===== src/rtl/tt_seq_pkg.sv =====
// Shared definitions for the byte-serial accumulate sequencer: opcodes, FSM
// states, uio pin indices and the status bundle driven onto uio_out[7:4].
package tt_seq_pkg;

  typedef enum logic [1:0] {
    OP_LOAD = 2'd0,
    OP_ADD  = 2'd1,
    OP_SUB  = 2'd2,
    OP_READ = 2'd3
  } op_t;

  // ST_SETTLE is the one cycle in which the output byte register picks up the
  // finished accumulator before out_valid is raised.
  typedef enum logic [1:0] {
    ST_IDLE   = 2'd0,
    ST_EXEC   = 2'd1,
    ST_SETTLE = 2'd2,
    ST_RESULT = 2'd3
  } state_t;

  localparam int UIO_IN_VALID  = 0;
  localparam int UIO_OP_LSB    = 1;
  localparam int UIO_OP_MSB    = 2;
  localparam int UIO_OUT_ACK   = 3;
  localparam int UIO_IN_READY  = 4;
  localparam int UIO_BUSY      = 5;
  localparam int UIO_CARRY     = 6;
  localparam int UIO_OUT_VALID = 7;

  localparam logic [7:0] UIO_OE_MASK = 8'hF0;

  // Field order matches uio_out[7:4].
  typedef struct packed {
    logic out_valid;
    logic carry;
    logic busy;
    logic in_ready;
  } status_t;

  // Width of the slice index / byte select; at least one bit so a single-slice
  // build still has a legal vector.
  function automatic int sel_width(input int nb);
    return (nb > 1) ? $clog2(nb) : 1;
  endfunction

endpackage


===== src/rtl/tt_byte_adder.sv =====
// The single shared 8-bit adder slice: sum = a + b + cin, with carry out.
module tt_byte_adder (
  input  logic [7:0] a,
  input  logic [7:0] b,
  input  logic       cin,
  output logic [7:0] sum,
  output logic       cout
);

  logic [8:0] full;

  assign full = {1'b0, a} + {1'b0, b} + {8'h00, cin};
  assign sum  = full[7:0];
  assign cout = full[8];

endmodule


===== src/rtl/tt_add_sequencer.sv =====
// Tiny Tapeout tile that runs ACC_W-bit add/sub on an accumulator one byte per
// cycle through a shared 8-bit adder, with valid/ready in and valid/ack out.
//
// Handshake: an operand is taken on a rising edge where ena & in_valid &
// in_ready; a result is retired on a rising edge where ena & out_valid &
// out_ack. in_ready, busy and out_valid are pure decodes of the state.
module tt_add_sequencer
  import tt_seq_pkg::*;
#(
  parameter int ACC_W = 16
) (
  input  logic       clk,
  input  logic       rst_n,
  input  logic       ena,
  input  logic [7:0] ui_in,
  input  logic [7:0] uio_in,
  output logic [7:0] uio_out,
  output logic [7:0] uio_oe,
  output logic [7:0] uo_out
);

  localparam int NB    = ACC_W / 8;
  localparam int IDX_W = sel_width(NB);
  localparam logic [IDX_W-1:0] LAST_IDX = IDX_W'(NB - 1);

  state_t           state_q;
  state_t           state_d;
  op_t              op_q;
  op_t              op_in;
  logic [7:0]       data_q;
  logic [IDX_W-1:0] idx_q;
  logic [IDX_W-1:0] sel_q;
  logic [IDX_W-1:0] sel_in;
  logic [7:0]       acc_q [NB];
  logic             chain_q;
  logic             carry_q;
  logic [7:0]       uo_q;
  status_t          status;

  logic             in_valid;
  logic             out_ack;
  logic             accept;
  logic             last_slice;
  logic [7:0]       slice_a;
  logic [7:0]       slice_b;
  logic [7:0]       slice_sum;
  logic             slice_cout;
  logic [7:0]       sel_byte;
  logic             unused_pins;

  assign in_valid    = uio_in[UIO_IN_VALID];
  assign out_ack     = uio_in[UIO_OUT_ACK];
  assign op_in       = op_t'(uio_in[UIO_OP_MSB:UIO_OP_LSB]);
  assign unused_pins = ^uio_in[7:4];

  assign accept     = ena && in_valid && (state_q == ST_IDLE);
  assign last_slice = (idx_q == LAST_IDX);

  generate
    if (NB > 1) begin : g_sel_multi
      assign sel_in = ui_in[IDX_W-1:0];
    end else begin : g_sel_single
      assign sel_in = '0;
    end
  endgenerate

  // Only slice 0 sees the operand byte; higher slices add 0 (or 0xFF for SUB,
  // since the whole operand is inverted and c_0 supplies the +1).
  assign slice_a = acc_q[idx_q];
  assign slice_b = ((idx_q == '0) ? data_q : 8'h00) ^ {8{op_q == OP_SUB}};

  tt_byte_adder u_slice (
    .a    (slice_a),
    .b    (slice_b),
    .cin  (chain_q),
    .sum  (slice_sum),
    .cout (slice_cout)
  );

  always_comb begin
    sel_byte = 8'h00;
    for (int i = 0; i < NB; i++) begin
      if (sel_q == IDX_W'(i)) sel_byte = acc_q[i];
    end
  end

  // ---------------- FSM: state register ----------------
  always_ff @(posedge clk or negedge rst_n) begin
    if (!rst_n) state_q <= ST_IDLE;
    else        state_q <= state_d;
  end

  // ---------------- FSM: next state ----------------
  always_comb begin
    state_d = state_q;
    if (ena) begin
      case (state_q)
        ST_IDLE: begin
          if (in_valid) begin
            if (op_in == OP_ADD || op_in == OP_SUB) state_d = ST_EXEC;
            else                                    state_d = ST_SETTLE;
          end
        end
        ST_EXEC:   if (last_slice) state_d = ST_SETTLE;
        ST_SETTLE: state_d = ST_RESULT;
        ST_RESULT: if (out_ack) state_d = ST_IDLE;
        default:   state_d = ST_IDLE;
      endcase
    end
  end

  // ---------------- FSM: outputs ----------------
  always_comb begin
    status           = '0;
    status.in_ready  = (state_q == ST_IDLE);
    status.busy      = (state_q == ST_EXEC) || (state_q == ST_SETTLE);
    status.out_valid = (state_q == ST_RESULT);
    status.carry     = carry_q;
  end

  assign uio_out = {status, 4'b0000};
  assign uio_oe  = UIO_OE_MASK;
  assign uo_out  = uo_q;

  // ---------------- datapath ----------------
  always_ff @(posedge clk or negedge rst_n) begin
    if (!rst_n) begin
      op_q    <= OP_LOAD;
      data_q  <= 8'h00;
      idx_q   <= '0;
      sel_q   <= '0;
      chain_q <= 1'b0;
      carry_q <= 1'b0;
      uo_q    <= 8'h00;
      for (int i = 0; i < NB; i++) acc_q[i] <= 8'h00;
    end else if (ena) begin
      // Tracks acc/sel every cycle; acc and sel are final by ST_SETTLE and
      // frozen through ST_RESULT, so uo_out is stable while out_valid is high.
      uo_q <= sel_byte;

      if (accept) begin
        op_q    <= op_in;
        data_q  <= ui_in;
        idx_q   <= '0;
        chain_q <= (op_in == OP_SUB);
        case (op_in)
          OP_LOAD: begin
            acc_q[0] <= ui_in;
            for (int i = 1; i < NB; i++) acc_q[i] <= 8'h00;
            sel_q <= '0;
          end
          OP_READ: sel_q <= sel_in;
          default: sel_q <= '0;
        endcase
      end

      if (state_q == ST_EXEC) begin
        acc_q[idx_q] <= slice_sum;
        chain_q      <= slice_cout;
        idx_q        <= idx_q + 1'b1;
        if (last_slice) carry_q <= slice_cout;
      end
    end
  end

endmodule

===== config.mk =====
export PLATFORM = sky130hd
export DESIGN_NAME = tt_add_sequencer
export DESIGN_NICKNAME = d
export VERILOG_FILES = /design/src/rtl/tt_seq_pkg.sv /design/src/rtl/tt_byte_adder.sv /design/src/rtl/tt_add_sequencer.sv
export SDC_FILE = /design/constraint.sdc
export NUM_CORES = 1
export LEC_CHECK = 0
export BUFFER_PORTS_ARGS = -buffer_cell sky130_fd_sc_hd__buf_2
export CAP_MARGIN = 20
export CORE_MARGIN = 4
export CORE_UTILIZATION = 58
export CTS_BUF_LIST = sky130_fd_sc_hd__clkbuf_8
export DETAILED_ROUTE_END_ITERATION = 8
export GPL_TIMING_DRIVEN = 0
export PLACE_DENSITY = 0.89
export REMOVE_ABC_BUFFERS = 1
export SLEW_MARGIN = 0
export SYNTH_ARGS = -nofsm -noshare
export SYNTH_HDL_FRONTEND = slang
export SYNTH_SLANG_ARGS = --single-unit

===== constraint.sdc =====
create_clock -name clk -period 3 [get_ports clk]
set_input_delay 0.9 -clock clk [delete_from_list [all_inputs] [get_ports clk]]
set_output_delay 0.9 -clock clk [all_outputs]
set_load 0.01 [all_outputs]

==> summary.md <==
| Metric | Value |
|---|---|
| Initial antenna violation count | 0 |
| Clock power frac | 11.8% |
| First-pass GRT wire length | 8790 microns |
| Outcome | completed |
| Number of enable flip-flop cells after synthesis | 0 |
| Finish-stage setup viols | 0 |
| CP max stage cell | dfrtp_2 |
| PortBufs | 26 |
| Detailed-route DRC error count | 0 |
| Final worst-path cycle share | 90.5% |
| Synthesized area | 2480 sq um |
| Final Util | 66.1% |
| Final-report max-slew violation count | 0 |
| Unrepaired setup endpoints after global routing | false |
| Max frequency | approximately 0.37 GHz |
| Synth cell types | 43 |
| Final Hold Viols | 0 |
| Static leakage | approximately 1.2 nW |
| Setup CP Type | reg2reg |
| Sequential share of the synthesized area | 40.4% |
| Via density | 5.70 |
| Clock buffer depth | 2 |
| Synthesized flop and latch total | 40 |
| Root Buffer | clkbuf_8 |
| Hold buffers post-CTS | 0 |
| Routed wire length | 5280 microns |
| Post-DRT Antenna Nets | 0 |
| Mapped Cells | 251 |
| Pre-antenna DRT Iters | 4 |
| Avg Cell Area, Syn | 9.87 sq um |
| Worst EP required | 3.17 ns |
| Post-route setup slack | 0.286 ns |
| Worst-Margin Slew | just under 0.9 ns |
| Reg power frac | approximately 28% |
| Boundary Pins | 43 |
| Core footprint | ~4100 sq um |
| Worst-Skew Late Latency | around 0.29 ns |
| Drt wl/cell | 16.3 microns |
| Arr. time, crit path | 2.88 ns |
| Critical path peak fanout | 23 |
| HP Class | reg2reg |
| CP cell instances | nand2b_1 > xnor2_1 > fa_1 > inv_1 > fa_1 > a211oi_1 > o21bai_1 > a21oi_1 > xor2_1 > a21oi_1 |
| Dpl hpwl | 3690 microns |
| Initial DRC count | 179 |
| Layout cells sized above 1 | 20.1% |
| Combinational share of power | between 60% and 70% |
| PwrDens | 1350 nW/um^2 |
| CTS tree | built |
| Pre-CTS setup slack | approximately 0.13 ns |
| Vias in the first global route | 1842 |
| Post-CTS setup buffers | 0 |
| GR Overflow Total | 0 |
| Peak supply drop | a little over 600 uV |
| TNS Setup | 0 ns |
| Critical path launch point type | flip-flop |
| FFs w/ async S/R, synth | 100% |
| Reg clk slew, reported paths | 0.08 ns |
| Initial Utilization | 61.1% |
| ANT cells | 0 |
| Critical Path End Type | flip-flop |
| Crit path time final | approximately 2.7 ns |
| Via count | 1840 |
| Int Pwr | 2.04 mW |
| Max Cap Viol | 0 |
| Final net count | 308 |
| Switching share of power | 43.9% |
| Die Area | 5380 sq um |
| Total GRT Usage | 21.3% |
| Die W | 73.4 microns |
| Synth Warn # | 0 |
| DIE HEIGHT | 73.4 microns |
| Pin count of the biggest net entering global routing | 41 |
| Max-slew headroom | 41.2% |
| Inserted Clock Buffers | 5 |
| Area added between synthesis and finish | 8.28% |
| Worst-case clock skew | about 0.0090 ns |
| Most used flip-flop cell after synthesis | dfrtp_1 |
| Clock sink count | 40 |
| H-tree Lvls | 2 |
| Net load switching power | ~1.6 mW |
| Site Rows | 23 |
| RePlAce Congestion | 0.900 |
| Critical Path Max Stage Delay | about 0.58 ns |
-- metrics by stage --
step	hold slack (ns)	total power, mW	area, sq um	cells
2_1_floorplan	0.441	2.65	2380	239
3_3_place_gp	0.457	3.06	2570	315
3_5_place_dp	0.466	3.15	2570	315
4_1_cts	0.495	3.61	2680	323
5_1_grt	0.530	3.94	2680	323
6_report	0.495	3.63	2680	323
-- synthesized netlist by cell type, drive strengths merged (2+ instances only) --
library cell	number	area share, %
a22o	4	1.4
nand2b	8	2.0
a211oi	2	0.61
xnor2	9	3.2
mux2	16	7.3
a21oi	20	4.2
o21ai	12	2.6
nand3	5	1.0
and3	2	0.50
buf	18	4.9
nor2	20	3.0
inv	8	1.2
fa	2	1.6
ha	15	7.6
o22ai	5	1.3
dfrtp	40	40
mux2i	12	4.8
o21a	2	0.61
nor2b	8	2.0
a31oi	2	0.50
conb	2	0.30
clkbuf	4	0.61
nand2	18	2.7
xor2	3	1.1
-- cells by family (layout without fill, tap and decap cells) --
family / count (synthesis) / in the layout / synth area share [%]
adder cells (fa/ha/maj): 17 / 17 / 9.19
AND/OR/NAND/NOR: 66 / 66 / 12.6
flip-flops: 40 / 40 / 40.4
AO/OA/AOI/OAI: 56 / 56 / 14.4
other: 2 / 12 / 0.303
XOR/XNOR: 12 / 12 / 4.24
buffers and inverters: 30 / 42 / 6.72
multiplexers: 28 / 28 / 12.1
-- worst paths after layout --
path | from | to | slack, ns | cells after the start
max | idx_q$_DFFE_PN0P_ | acc_q[14]$_DFFE_PN0P_ | 0.29 | 10
min | op_q[0]$_DFFE_PN0P_ | op_q[0]$_DFFE_PN0P_ | 0.50 | 2
max reg2reg | idx_q$_DFFE_PN0P_ | acc_q[14]$_DFFE_PN0P_ | 0.29 | 10
min reg2reg | op_q[0]$_DFFE_PN0P_ | op_q[0]$_DFFE_PN0P_ | 0.50 | 2
max in group asynchronous | rst_n | idx_q$_DFFE_PN0P_ | 1.66 | 1
min in group asynchronous | rst_n | uo_out[5]$_DFFE_PN0P_ | 0.72 | 1
-- critical path, delay by kind of cell, from the launching register on --
kind / cells / cell delay, ns
xor gates and xnor gates: 2 / 0.38
buffers and inverters: 1 / 0.06
AOI/OAI and AO/OA: 4 / 0.68
and+or+nand+nor: 1 / 0.24
adders and majority gates: 2 / 0.66
DFF: 1 / 0.58
-- layout by cell type, fill, tap and decap left out, types with 2 or more instances in the layout --
cell / Yosys / final
dfrtp_1: 40 / 39
buf_2: 4 / 26
nor2_1: 20 / 20
a21oi_1: 19 / 19
nand2_1: 18 / 18
mux2_2: 16 / 16
ha_1: 15 / 15
mux2i_1: 12 / 12
conb_1: 2 / 12
xnor2_1: 9 / 9
inv_1: 8 / 9
nor2b_1: 8 / 8
o21ai_0: 8 / 8
nand2b_1: 8 / 7
nand3_1: 5 / 5
o22ai_1: 5 / 5
clkbuf_8: 0 / 5
a22o_1: 4 / 4
o21ai_1: 3 / 3
xor2_1: 3 / 3
and3_1: 2 / 2
a211oi_1: 2 / 2
a31oi_1: 2 / 2
o21a_1: 2 / 2
fa_1: 2 / 2
-- power groups by stage --
stage,clock [mW],combinational (mW),sequential (mW)
2_1_floorplan,0,1.67,0.984
3_3_place_gp,0,2.07,0.998
3_5_place_dp,0,2.14,1.01
4_1_cts,0.436,2.16,1.01
5_1_grt,0.457,2.44,1.05
6_report,0.429,2.18,1.01
-- registers in the layout, indices dropped and copies added, names as in the netlist --
name,flops
idx_q,1
uo_out,8
op_q,2
state_q,2
chain_q,1
data_q,8
acc_q,16
carry_q,1
sel_q,1
-- timing repair --
action / 4_1_cts / 5_1_grt
resized for setup: 0 / 2
endpoints found under the setup margin: 0 / 4
endpoints found under the hold margin: 0 / 0
-- layout make-up --
cell class,count,area (sq um)
clock buffers,5,68.8
clock inverters,3,38.8
fillers,337,1380
inverters,8,30.0
multi-input cells,191,1350
flip-flops and latches,40,1000
well taps,50,62.6
repair buffers,26,130
-- layer usage --
layer	up-vias	part of all wire, %	global-route usage (%)
li1	890	-	-
met2	68	47	33.3
met3	13	6.6	3.69
met5	-	0	0
met1	869	44	29.4
met4	0	2.5	8.45
No activity file was read; power rests on OpenSTA's default activity.
